**src/rtl/spram_arbiter.sv**
```systemverilog
// Shares one single-port RAM between a queued pixel writer and W-pixel line fetches; reads win, a burst never breaks.
// Line data follows its address by one cycle; wr_ready is deasserted while the write FIFO is full.
module spram_arbiter #(
  parameter int W          = 50,
  parameter int H          = 40,
  parameter int FIFO_DEPTH = 4
) (
  input  logic        clk,
  input  logic        rst_n,
  input  logic        wr_valid,
  input  logic [11:0] wr_data,
  output logic        wr_ready,
  input  logic        frame_clear,
  output logic        frame_done,
  input  logic        line_req,
  input  logic [7:0]  line_row,
  output logic        line_valid,
  output logic [11:0] line_data,
  output logic [7:0]  line_idx,
  output logic        line_done,
  output logic [1:0]  err_flags,
  output logic [14:0] spram_addr,
  output logic [11:0] spram_wr_data,
  output logic        spram_wre,
  output logic        spram_ce,
  input  logic [11:0] spram_rd_data
);

  localparam int            AW        = (FIFO_DEPTH > 1) ? $clog2(FIFO_DEPTH) : 1;
  localparam int            CW        = $clog2(FIFO_DEPTH + 1);
  localparam logic [CW-1:0] FULL_CNT  = CW'(FIFO_DEPTH);
  localparam logic [14:0]   LAST_ADDR = 15'(W * H - 1);
  localparam logic [7:0]    LAST_K    = 8'(W - 1);
  localparam logic [14:0]   W15       = 15'(W);
  localparam logic [8:0]    H9        = 9'(H);

  typedef enum logic [1:0] {IDLE, WRITE, READ} state_t;

  state_t        state_q;
  logic [11:0]   fifo_mem [FIFO_DEPTH];
  logic [AW-1:0] fifo_wp_q, fifo_rp_q;
  logic [CW-1:0] fifo_cnt_q, fifo_cnt_d;
  logic [14:0]   wr_ptr_q, wr_ptr_d;
  logic          pend_q;
  logic [7:0]    pend_row_q;
  logic [7:0]    rd_k_q;
  logic          wr_ready_q, frame_done_q, line_valid_q, line_done_q;
  logic [7:0]    line_idx_q;
  logic [1:0]    err_q;
  logic [14:0]   spram_addr_q;
  logic [11:0]   spram_wr_data_q;
  logic          spram_wre_q, spram_ce_q;

  logic push, issue_wr, start_rd, rd_last, row_ok;

  always_comb begin
    row_ok   = {1'b0, line_row} < H9;
    push     = wr_valid && wr_ready_q && !frame_clear;
    start_rd = (state_q == IDLE) && pend_q;
    // a pending fetch blocks new writes so the FSM drains to IDLE and then reads
    issue_wr = (state_q != READ) && !pend_q && (fifo_cnt_q != '0) && !frame_clear;
    rd_last  = (state_q == READ) && (rd_k_q == LAST_K);

    fifo_cnt_d = fifo_cnt_q;
    if (frame_clear)          fifo_cnt_d = '0;
    else if (push && !issue_wr) fifo_cnt_d = fifo_cnt_q + CW'(1);
    else if (!push && issue_wr) fifo_cnt_d = fifo_cnt_q - CW'(1);

    wr_ptr_d = wr_ptr_q;
    if (frame_clear)   wr_ptr_d = '0;
    else if (issue_wr) wr_ptr_d = (wr_ptr_q == LAST_ADDR) ? '0 : wr_ptr_q + 15'd1;
  end

  always_ff @(posedge clk) begin
    if (push) fifo_mem[fifo_wp_q] <= wr_data;
  end

  always_ff @(posedge clk) begin
    if (!rst_n) begin
      state_q         <= IDLE;
      fifo_wp_q       <= '0;
      fifo_rp_q       <= '0;
      fifo_cnt_q      <= '0;
      wr_ptr_q        <= '0;
      pend_q          <= 1'b0;
      pend_row_q      <= '0;
      rd_k_q          <= '0;
      wr_ready_q      <= 1'b0;
      frame_done_q    <= 1'b0;
      line_valid_q    <= 1'b0;
      line_done_q     <= 1'b0;
      line_idx_q      <= '0;
      err_q           <= '0;
      spram_addr_q    <= '0;
      spram_wr_data_q <= '0;
      spram_wre_q     <= 1'b0;
      spram_ce_q      <= 1'b1;
    end else begin
      fifo_cnt_q <= fifo_cnt_d;
      wr_ready_q <= (fifo_cnt_d != FULL_CNT);
      wr_ptr_q   <= wr_ptr_d;
      if (frame_clear) begin
        fifo_wp_q <= '0;
        fifo_rp_q <= '0;
      end else begin
        if (push)     fifo_wp_q <= fifo_wp_q + AW'(1);
        if (issue_wr) fifo_rp_q <= fifo_rp_q + AW'(1);
      end

      frame_done_q <= issue_wr && (wr_ptr_q == LAST_ADDR);
      line_valid_q <= (state_q == READ);
      line_done_q  <= rd_last;
      if (state_q == READ) line_idx_q <= rd_k_q;

      // a request landing while the old one is consumed simply replaces it
      if (start_rd) pend_q <= 1'b0;
      if (line_req) begin
        if (!row_ok) begin
          err_q[1] <= 1'b1;
        end else begin
          pend_q     <= 1'b1;
          pend_row_q <= line_row;
          if (pend_q && !start_rd) err_q[0] <= 1'b1;
        end
      end

      spram_ce_q      <= 1'b1;
      spram_wre_q     <= issue_wr;
      spram_wr_data_q <= issue_wr ? fifo_mem[fifo_rp_q] : 12'h000;

      case (state_q)
        IDLE: begin
          if (start_rd) begin
            state_q      <= READ;
            spram_addr_q <= {7'b0, pend_row_q} * W15;
            rd_k_q       <= '0;
          end else if (issue_wr) begin
            state_q      <= WRITE;
            spram_addr_q <= wr_ptr_q;
          end
        end
        WRITE: begin
          if (issue_wr) spram_addr_q <= wr_ptr_q;
          else          state_q      <= IDLE;
        end
        READ: begin
          if (rd_last) begin
            state_q <= IDLE;
          end else begin
            rd_k_q       <= rd_k_q + 8'd1;
            spram_addr_q <= spram_addr_q + 15'd1;
          end
        end
        default: state_q <= IDLE;
      endcase
    end
  end

  assign wr_ready      = wr_ready_q;
  assign frame_done    = frame_done_q;
  assign line_valid    = line_valid_q;
  assign line_data     = line_valid_q ? spram_rd_data : 12'h000;
  assign line_idx      = line_idx_q;
  assign line_done     = line_done_q;
  assign err_flags     = err_q;
  assign spram_addr    = spram_addr_q;
  assign spram_wr_data = spram_wr_data_q;
  assign spram_wre     = spram_wre_q;
  assign spram_ce      = spram_ce_q;

endmodule
```
**config.mk**
```make
export PLATFORM = sky130hd
export DESIGN_NAME = spram_arbiter
export DESIGN_NICKNAME = d
export VERILOG_FILES = /design/src/rtl/spram_arbiter.sv
export SDC_FILE = /design/constraint.sdc
export NUM_CORES = 1
export LEC_CHECK = 0
export ABC_CLOCK_PERIOD_IN_PS = 3200
export BUFFER_PORTS_ARGS = -buffer_cell sky130_fd_sc_hd__clkbuf_2
export CAP_MARGIN = 20
export CORE_MARGIN = 2
export CORE_UTILIZATION = 57
export CTS_CLUSTER_SIZE = 10
export DETAILED_ROUTE_END_ITERATION = 16
export PLACE_DENSITY = 0.8
export SLEW_MARGIN = 20
export SYNTH_ARGS = -nofsm -noshare
export SYNTH_HDL_FRONTEND = slang
export SYNTH_SLANG_ARGS = --single-unit
```
**constraint.sdc**
```tcl
create_clock -name clk -period 3.2 [get_ports clk]
set_input_delay 0.16 -clock clk [delete_from_list [all_inputs] [get_ports clk]]
set_output_delay 0.16 -clock clk [all_outputs]
set_load 0.01 [all_outputs]
```
== Yosys cells after proc, flatten, opt, wreduce, memory -nomap -nowiden ==
Memory sizes are Yosys's and may differ from the RTL's. A register that Yosys moved wholly into a read port is not among the register bits.
Index checks and enable logic that the tools add are counted.

* Register bits: 71
* Bits in writable memories: 48
* Input bits: 37
* Output and inout bits: 55
* Memories: 1

{| class="wikitable"
|+ Memories
! name !! depth !! bits a word !! read ports !! clocked after Yosys merged registers in !! write ports !! RTL line !! text
|-
| fifo_mem || 4 || 12 || 1 || 1 || 1 || 40 || <nowiki>logic [11:0] fifo_mem [FIFO_DEPTH];</nowiki>
|}

* Add/subtract/negate cells: 7
* Multiply operators: 1
* Order comparisons: 1
* Equal/unequal tests: 11
* Multiplexer cells: 22
* Bitwise gates (word level): 2
* Reduce and logical (&&, ||, !) cells: 29

{| class="wikitable"
|+ Operators by type and width
! kind !! number
|-
| 2-to-1 mux 15 bit || 4
|-
| case mux 15 bit (3 select lines) || 1
|-
| adder 15 x 1 -> 15 bit (second input constant) || 2
|-
| 2-to-1 mux 8 bit || 2
|-
| case mux 8 bit (2 select lines) || 1
|-
| equality test 15 x 11 -> 1 bit (second input constant) || 1
|-
| multiplier 8 x 5 -> 13 bit (second input constant) || 1
|-
| 2-to-1 mux 12 bit || 1
|-
| logical AND 1 bit || 11
|-
| inequality test 2 bit (second input constant) || 5
|-
| 2-to-1 mux 3 bit || 3
|-
| AND reduction 3 bit || 3
|-
| adder 8 x 1 -> 8 bit (second input constant) || 1
|-
| equality test 8 x 6 -> 1 bit (second input constant) || 1
|-
| less-than comparator 8 x 6 -> 1 bit (second input constant) || 1
|-
| 2-to-1 mux 2 bit || 4
|-
| AND reduction 2 bit || 4
|-
| logical NOT 1 bit || 6
|-
| inequality test 3 bit (second input constant) || 2
|-
| case mux 2 bit (3 select lines) || 1
|-
| nonzero test 3 bit || 2
|-
| 2-to-1 mux 1 bit || 5
|-
| adder 2 x 1 -> 2 bit (second input constant) || 2
|-
| adder 3 x 1 -> 3 bit (second input constant) || 1
|-
| other kinds (7) || 8
|}

== Depth between registers and ports, before layout ==
Gate-level depths: netlist of run 1.

* Word-level depth: 9
* Gate-level depth with buffers: 12

== Least setup slack after synthesis of run 1 ==
Ideal clock, no wire load.

* Kind: register -> register
* From: reg pend_row_q[3]
* To: reg spram_addr_q[11] (netlist: spram_addr[11])
* Data arrival time: 2.735 ns
* Required time: 3.068 ns
* Setup slack: 0.333 ns
* Stages on the path, launching flop included: 13
* Period minus slack after synthesis: 2.867 ns
* Cell sequence: dfxtp_1 -> ha_1 -> ha_1 -> inv_1 -> fa_1 -> inv_1 -> ha_1 -> a21oi_1 -> a21boi_0 -> o21a_1 -> or3_1 -> a31oi_1 -> a21oi_1

* Cells in the longest elaborated chain, start to end: 3

{| class="wikitable"
|+ Ends and longest elaborated chain
! what !! RTL line !! text
|-
| from (decl) || 45 || <nowiki>logic [7:0] pend_row_q;</nowiki>
|-
| from (signal assigned) || 122 || <nowiki>pend_row_q <= line_row;</nowiki>
|-
| multiplier 8 x 5 -> 13 bit || 135 || <nowiki>spram_addr_q <= {7'b0, pend_row_q} * W15;</nowiki>
|-
| 2-to-1 mux 15 bit || 133 || <nowiki>if (start_rd) begin</nowiki>
|-
| case mux 15 bit (3 select lines) || 131 || <nowiki>case (state_q)</nowiki>
|-
| to (signal assigned) || 135 ||
|-
| to (signal assigned) || 139 || <nowiki>spram_addr_q <= wr_ptr_q;</nowiki>
|-
| to (signal assigned) || 143 || <nowiki>if (issue_wr) spram_addr_q <= wr_ptr_q;</nowiki>
|-
| to (decl) || 50 || <nowiki>logic [14:0] spram_addr_q;</nowiki>
|}

No other way between the ends.
A chain may end at the register's enable or synchronous reset.

== Worst setup path after layout of run 1 ==
* From: reg pend_row_q[4]
* To: reg spram_addr_q[11] (netlist: spram_addr[11])

The elaborated chain is that of the path after synthesis.

==> impl_metrics.tcl, run 1 <==
set metrics [dict create \
    antenna_found_initial 0 \
    hold_path_class "in2reg" \
    first_global_vias 5067 \
    wl_um 15200 \
    status "completed" \
    crit_path_start_kind "register" \
    fin_ws_ns 0.124 \
    post_cts_buffers 0 \
    placedCellCount 806 \
    hp-start "line_row[6]" \
    syn_avg_cell_area_um2 10.7 \
    vias 5038 \
    endpoint_kind "register" \
    drt_iter0_markers 350 \
    synth_seq_cells 131 \
    reg2reg_depth 12 \
    yosysUniqueCellTypes 58 \
    htreeDepth 4 \
    maxCapViolCount 0 \
    arrival_ns 3.49 \
    max_slew_margin_pct 30.7 \
    pre_cts_ws_ns 0.143 \
    netlist_instances 595 \
    cts_sinks 131 \
    ys_top_cells_by_area "dfxtp_1 26%, edfxtp_1 23%, ha_1 8.4%, nor2_1 4.3%, mux4_2 4.2%" \
    hold-path-endpoint "err_flags[1]" \
    setup_viol 0 \
    antenna_cells 0 \
    path_clk_slew_ns 0.06 \
    syn_to_final_growth_pct 20.9 \
    grt_usage_pct 26.2 \
    grt_max_degree 36 \
    globalplace.congestion 0.929 \
    wl_per_cell_um 17.8 \
    layout-drive-gt1-share_pct 19.9 \
    min_period_ns 3.08 \
    rows 38 \
    dpl.hpwl_um 9960 \
    die_h_um 110 \
    finalHoldViolations 0 \
    syn-cell-area_um2 6370 \
    finalSetupTns_ns 0 \
    dr.pass1.iters 5 \
    ys_seq_area_share_pct 48.7 \
    power-per-cell-area_nw_per_um2 549 \
    core_area_um2 10900 \
    nets 788 \
    die_w_um 110 \
    worst_pin_slew_ns 1.04 \
    fill_cells 789 \
    grt_pass1_wl_um 24000 \
    path_max_fanout 4 \
    drc_errors 0 \
    cts-root-buf "clkbuf_8" \
    die-area_um2 12000 \
    hold_depth 5 \
    synth_flop_cell "dfxtp_1" \
    hold_slack_ns 0.0227 \
    max_freq_mhz 325 \
    worst_ir_drop_vdd_uv 446 \
    finalMaxSlewViolations 0 \
    finalCritPeriodShare_pct 96.1 \
    synth_top_area_share_pct 26.1 \
    fin_skew_ns 0.0108 \
    boundaryPins 92 \
    clockBufferDepth 2 \
    r2r-end "spram_addr[11]" \
    start_util_pct 58.5 \
    cts_inserted_buffers 17 \
    portBuffers 90 \
    crit_type "reg2reg" \
    fin_cells 858 \
    gr-total-overflow 0 \
    insertion_delay_ns 0.54 \
    cp_data_required_time_ns 3.61 \
    leakage_uw 0.00321 \
    yosysTopAreaCell "dfxtp_1" \
    syn_nets 678 \
    ys_async_sr_fraction_pct 0 \
    crit-reg2reg-launch "pend_row_q[4]" \
    regToRegSetupSlack_ns 0.12 \
    ant_nets 0 \
    ys_warn_count 0 \
    total_power_uw 4230 \
    vias_per_cell 5.87 \
    synth-edff-count 48 \
    cts_tree "yes" \
]
power by group:
group	switching, µW	internal, µW	total [µW]
Sequential	54.5	1770	1830
Combinational	321	237	557
Clock	733	1110	1840
flip-flops by register name, indices dropped and copies added (netlist names), 2 cells and up:
name,count
err_flags,2
fifo_cnt_q,3
fifo_mem,48
fifo_rp_q,2
fifo_wp_q,2
line_idx,8
pend_row_q,8
rd_k_q,8
spram_addr,15
spram_wr_data,12
state_q,2
wr_ptr_q,15
synth_stat cells, types with 3 or more instances:
cell and number:
dfxtp_1 83, nor2_1 73, edfxtp_1 48, ha_1 43
nand2_1 29, mux2i_1 25, xnor2_1 24, and3_1 22
inv_1 22, a21oi_1 21, and2_1 21, o21ai_0 18
clkbuf_1 16, xor2_1 15, nand3_1 14, mux4_2 12
nor3_1 11, nand4_1 10, nand2b_1 8, a221oi_1 5
buf_2 5, a211oi_1 4, a21o_1 4, a22oi_1 4
o22ai_1 4, a31oi_1 3, and4_1 3, fa_1 3
nor2b_1 3, o21a_1 3
worst max-delay path, stage by stage (launching register included):
cell and delay (ns):
dfxtp_1 0.39, ha_1 0.26, ha_1 0.28, inv_1 0.06
fa_1 0.54, inv_1 0.05, ha_1 0.35, a21oi_2 0.16
a21boi_0 0.12, o21a_1 0.19, or3_1 0.30, a31oi_1 0.17
a21oi_1 0.08
repair_timing:
action,4_1_cts,5_1_grt
resized for setup,0,3
endpoints found under the hold margin,56,0
hold buffers,20,0
setup endpoints to repair,0,2
layout make-up:
| cell class | count | area (µm²) | area share, % |
|---|---|---|---|
| clock buffers | 20 | 425 | 5.52 |
| clock inverters | 12 | 134 | 1.74 |
| inverters | 23 | 86.3 | 1.12 |
| multi-input cells | 417 | 3090 | 40.1 |
| flip-flops and latches | 131 | 3100 | 40.3 |
| well taps | 140 | 175 | 2.27 |
| repair buffers | 115 | 688 | 8.93 |
how the worst max path moves through the flow:
stage,start,endpoint,slack [ns],cells after the start
after floorplan,pend_row_q[3],spram_addr[11],0.33,12
after global placement,pend_row_q[3],spram_addr[11],0.25,12
after detailed placement,pend_row_q[3],spram_addr[13],0.14,12
after CTS,pend_row_q[3],spram_addr[11],0.12,12
after global routing,pend_row_q[4],spram_addr[11],-0.008,12
final,pend_row_q[4],spram_addr[11],0.12,12
cells in the final DEF, fill, tap and decap left out, types with 3 or more instances in the layout:
cell	n
dlygate4sd3_1	20
a21o_1	4
a221oi_1	4
and3_1	22
nor2_1	73
nor3_1	11
o21ai_0	18
buf_4	5
a22oi_1	4
clkbuf_16	16
o22ai_1	4
o21a_1	3
mux2i_1	25
ha_1	43
nor2b_1	3
nand2b_1	8
clkbuf_1	3
and2_1	21
a31oi_1	3
xor2_1	15
clkinvlp_4	5
edfxtp_1	48
fa_1	3
dfxtp_1	82
mux4_2	12
and4_1	3
nand2_1	29
xnor2_1	24
a21oi_1	20
a211oi_1	4
nand3_1	14
clkbuf_2	90
inv_1	22
nand4_1	10
routing by layer:
| metal | track usage [%] | up-vias | part of all wire (%) |
|---|---|---|---|
| met4 | 14.2 | 0 | 3.2 |
| met2 | 44.9 | 196 | 51 |
| li1 | - | 2370 | - |
| met3 | 4.86 | 45 | 5.3 |
| met1 | 31.2 | 2427 | 40 |
| met5 | 0 | - | 0 |
kinds of logic (layout without fill, tap and decap cells):
kind of cell,Yosys count,count (layout),synth area share [%]
buffers and inverters,47,170,2.93
muxes,37,37,8.17
xor gates and xnor gates,39,39,5.36
and+or+nand+nor,205,205,16.1
other,1,1,0.0589
DFF,131,131,48.7
adders and majority gates,46,46,9.39
AOI/OAI and AO/OA,89,89,9.23
metrics by stage:
step                      area, µm²  utilization [%]
after CTS                      7690             70.7
after global routing           7700             70.8
after detailed placement       6930             63.7
final                          7700             70.8
after floorplan                6370                -
after global placement         6930             63.7
Power figures use the tool's default switching activity.
==> run 2: changes to the inputs <==
- BUFFER_PORTS_ARGS: -buffer_cell sky130_fd_sc_hd__clkbuf_2 -> not set
- CAP_MARGIN: 20 -> not set
- CORE_UTILIZATION: 57 -> 64
- DONT_BUFFER_PORTS: not set -> 1
- PLACE_DENSITY: 0.8 -> not set
- PLACE_DENSITY_LB_ADDON: not set -> 0.15
==> impl_metrics.tcl, run 2 (same netlist as run 1, synthesis figures left out) <==
set metrics [dict create \
    hold_slack_ns 0.0199 \
    crit-reg2reg-launch "pend_row_q[3]" \
    globalplace.congestion 0.899 \
    nets 707 \
    clockBufferDepth 2 \
    core_area_um2 9730 \
    top_usage_layer "met2" \
    antenna_cells 0 \
    cp_data_required_time_ns 3.62 \
    max_freq_mhz 326 \
    grt_use_met1_pct 32.8 \
    endpoint_kind "register" \
    use_met2_pct 48.7 \
    finalSetupTns_ns 0 \
    cp-startpoint "pend_row_q[3]" \
    leakage_uw 0.00288 \
    vias 4669 \
    max_slew_margin_pct 39.5 \
    htreeDepth 4 \
    portBuffers 0 \
    largest-register "fifo_mem" \
    pre_cts_ws_ns 0.155 \
    crit_slowest_cell "fa_1" \
    hp-start "frame_clear" \
    finalHoldViolations 0 \
    power-per-cell-area_nw_per_um2 578 \
    fin_ws_ns 0.134 \
    worst_ir_drop_vdd_uv 544 \
    largest_reg_flops 48 \
    grt_pass1_wl_um 23700 \
    mostFrequentLayoutCells "81 x dfxtp_1, 73 x nor2_1, 48 x edfxtp_1" \
    worst_pin_slew_ns 0.895 \
    crit_path_start_kind "register" \
    start_util_pct 65.5 \
    fin_skew_ns 0.0139 \
    arrival_ns 3.48 \
    min_period_ns 3.07 \
    vias_per_cell 6.06 \
    fill_cells 639 \
    dpl.hpwl_um 9770 \
    crit_family "adder cells" \
    antenna_found_initial 0 \
    die_h_um 104 \
    crit_buf_inv 2 \
    cts-root-buf "clkbuf_8" \
    first_global_vias 4658 \
    crit_type "reg2reg" \
    crit_top_cell "ha_1" \
    boundaryPins 92 \
    path_max_fanout 4 \
    syn_to_final_growth_pct 15.4 \
    layout-drive-gt1-share_pct 9.11 \
    die_w_um 104 \
    grt_max_degree 32 \
    grt_use_met3_pct 8.37 \
    layout_commonest_cell "dfxtp_1" \
    rows 36 \
    path_cells "ha_1 -> ha_1 -> inv_1 -> fa_1 -> inv_1 -> ha_1 -> a21oi_1 -> a21boi_0 -> o21a_1 -> or3_1 -> a31oi_1 -> a21oi_1" \
    die-area_um2 10800 \
    dr.pass1.iters 6 \
    rsz0062_at_grt "false" \
    finalMaxSlewViolations 0 \
    maxCapViolCount 0 \
    drt_iter0_markers 312 \
    drc_errors 0 \
    status "completed" \
    grt_usage_pct 28.1 \
    register_area_um2 3110 \
    hold_path_class "in2reg" \
    path_clk_slew_ns 0.06 \
    setup_viol 0 \
    finalCritPeriodShare_pct 95.8 \
    cts_tree "yes" \
    multi_input_area_um2 3080 \
    gr-total-overflow 0 \
    wl_per_cell_um 19.4 \
    wl_um 14900 \
    cts_sinks 131 \
    crit_path_max_incr_delay_ns 0.50 \
    ant_nets 0 \
    cts_inserted_buffers 17 \
    insertion_delay_ns 0.54 \
]
==> run 2: timing repair <==
action	4_1_cts	5_1_grt
hold buffers	27	0
buffers inserted	0	0
hold endpoints to repair	104	0
resized for setup	0	2
setup endpoints to repair	0	2
==> run 2: through the flow <==
| step | utilization (%) | power [µW] | cells | instance area, µm² |
|---|---|---|---|---|
| finish | 75.6 | 4250 | 770 | 7350 |
| global route | 75.6 | 4390 | 770 | 7350 |
| CTS | 75.6 | 4240 | 770 | 7350 |
| detailed placement | 66.7 | 2330 | 711 | 6490 |
| global placement | 66.7 | 2310 | 711 | 6490 |
| floorplan | - | 2230 | 595 | 6370 |
==> run 2: per-layer routing <==
| layer | vias to the layer above | wire length (µm) |
|---|---|---|
| met5 | - | 0 |
| met4 | 0 | 452 |
| met3 | 48 | 972 |
| met2 | 166 | 7630 |
| met1 | 2242 | 5900 |
| li1 | 2213 | - |
==> run 2: final cells by class <==
class / instances / share of cell area, %
Tap cell: 133 / 2.26
Multi-Input combinational cell: 417 / 41.9
Inverter: 23 / 1.17
Clock buffer: 18 / 5.82
Sequential cell: 131 / 42.2
Timing Repair Buffer: 34 / 4.53
Clock inverter: 14 / 2.09
==> run 2: report_power, final <==
group	leakage (µW)	internal (µW)	switching, µW	total (µW)
logic	0.00149	224	299	523
registers	0.00110	1770	68.2	1840
clock network	0.000286	1030	854	1890
==> run 2: final timing paths <==
| path | endpoint | slack [ns] | depth (start not counted) |
|---|---|---|---|
| max | spram_addr[11] | 0.13 | 12 |
| min | fifo_rp_q[0] | 0.02 | 2 |
| max reg2reg | spram_addr[11] | 0.13 | 12 |
| min reg2reg | pend_row_q[7] | 0.53 | 1 |
==> run 3: changes to the inputs <==
==> constraint.sdc (replaced) <==
create_clock -name clk -period 3.2 [get_ports clk]
set_input_delay 0.32 -clock clk [delete_from_list [all_inputs] [get_ports clk]]
set_output_delay 0.32 -clock clk [all_outputs]
set_load 0.01 [all_outputs]
==> impl_metrics.tcl, run 3 (same netlist as run 1, synthesis figures left out) <==
set metrics [dict create \
    finalCritPeriodShare_pct 95.3 \
    rows 36 \
    die-area_um2 10800 \
    boundaryPins 92 \
    insertion_delay_ns 0.53 \
    path_max_fanout 4 \
    hold_depth 2 \
    antenna_found_initial 0 \
    dpl.hpwl_um 9770 \
    cts_sinks 131 \
    reg2reg_depth 12 \
    first_global_vias 4587 \
    syn_to_final_growth_pct 14.4 \
    arrival_ns 3.46 \
    cts-root-buf "clkbuf_8" \
    leakage_uw 0.00285 \
    max_freq_mhz 328 \
    power-per-cell-area_nw_per_um2 580 \
    vias 4650 \
    setup_viol 0 \
    htreeDepth 4 \
    grt_pass1_wl_um 23200 \
    grt_usage_pct 27.5 \
    mostFrequentLayoutCells "82 x dfxtp_1, 73 x nor2_1, 48 x edfxtp_1" \
    crit-reg2reg-launch "pend_row_q[3]" \
    core_area_um2 9730 \
    layout_commonest_cell "dfxtp_1" \
    fin_cells 765 \
    hp-start "frame_clear" \
    worst_pin_slew_ns 0.914 \
    die_h_um 104 \
    die_w_um 104 \
    regToRegSetupSlack_ns 0.15 \
    post_cts_buffers 0 \
    finalMaxSlewViolations 0 \
    drc_errors 0 \
    endpoint_kind "register" \
    globalplace.congestion 0.899 \
    finalHoldViolations 0 \
    max_slew_margin_pct 38.2 \
    gr-total-overflow 0 \
    r2r-end "spram_addr[11]" \
    dr.pass1.iters 5 \
    wl_per_cell_um 19.2 \
    cts_tree "yes" \
    grt_max_degree 29 \
    cp-startpoint "pend_row_q[3]" \
    antenna_cells 0 \
    layout-drive-gt1-share_pct 9.02 \
    placedCellCount 711 \
    crit_path_start_kind "register" \
    maxCapViolCount 0 \
    clockBufferDepth 2 \
    status "completed" \
    crit_type "reg2reg" \
    cts_inserted_buffers 17 \
    drt_iter0_markers 334 \
    dpl_cell_area_um2 6490 \
    design_area_um2 7290 \
    min_period_ns 3.05 \
    ant_nets 0 \
    path_clk_slew_ns 0.07 \
    wl_um 14700 \
    largest_reg_flops 48 \
    portBuffers 0 \
    rsz0062_at_grt "false" \
    largest-register "fifo_mem" \
    hold_path_class "in2reg" \
    hold-path-endpoint "wr_ready" \
    cp_data_required_time_ns 3.61 \
    vias_per_cell 6.08 \
    fin_skew_ns 0.0146 \
    worst_ir_drop_vdd_uv 542 \
    finalSetupTns_ns 0 \
    start_util_pct 65.5 \
    nets 702 \
]
-- run 3: cell types whose count changed in the layout (fill, tap and decap cells not counted) --
cell           previous run  this run
dlygate4sd3_1            26        21
dfxtp_1                  81        82
buf_2                     0         1
buf_12                    1         0
dfxtp_2                   2         1
-- run 3: routing by layer --
layer / GRT usage, % / share of wire, % / up-vias
met5: 0 / 0 / -
met4: 10.6 / 2.8 / 0
met3: 8.75 / 7.0 / 45
met2: 47.4 / 51 / 179
met1: 32.2 / 39 / 2228
li1: - / - / 2198
-- run 3: critical path, stage by stage (launching register included) --
cell	delay, ns
dfxtp_1	0.35
ha_1	0.31
ha_1	0.28
inv_1	0.05
fa_1	0.50
inv_1	0.04
ha_1	0.33
a21oi_1	0.20
a21boi_0	0.14
o21a_1	0.19
or3_1	0.31
a31oi_1	0.17
a21oi_1	0.08
-- run 3: worst max path at each step --
stage / endpoint / slack, ns / depth (start not counted)
after floorplan: spram_addr[11] / 0.33 / 12
after global placement: spram_addr[11] / 0.25 / 12
after detailed placement: spram_addr[11] / 0.16 / 12
after CTS: spram_addr[11] / 0.13 / 12
after global routing: spram_addr[11] / 0.001 / 12
final: spram_addr[11] / 0.15 / 12
-- run 3: power by group --
| part | switching, µW | internal (µW) | leakage (µW) |
|---|---|---|---|
| sequential | 67.5 | 1770 | 0.00110 |
| clock | 843 | 1030 | 0.000286 |
| combinational | 295 | 216 | 0.00146 |
-- run 3: repair_timing --
action                     in CTS  in global routing
gates resized for setup         0                  1
setup endpoints to repair       0                  2
hold buffers                   22                  0
hold endpoints to repair       86                  0
-- run 3: layout make-up --
type / count / area, µm²
inverter: 23 / 86.3
clock inverter: 14 / 154
sequential: 131 / 3100
fill: 652 / 2440
timing repair buffer: 29 / 268
multi-input combinational: 417 / 3080
tap: 133 / 166
clock buffer: 18 / 428
-- run 3: metrics by stage --
stage,power (µW),setup slack [ns],util [%],hold WS (ns)
after floorplan,2230,0.333,-,0.419
after global routing,4370,0.00115,74.9,0.0135
after global placement,2310,0.245,66.7,0.419
after detailed placement,2330,0.155,66.7,0.419
final,4220,0.151,74.9,0.0247
after CTS,4230,0.126,74.9,0.0181
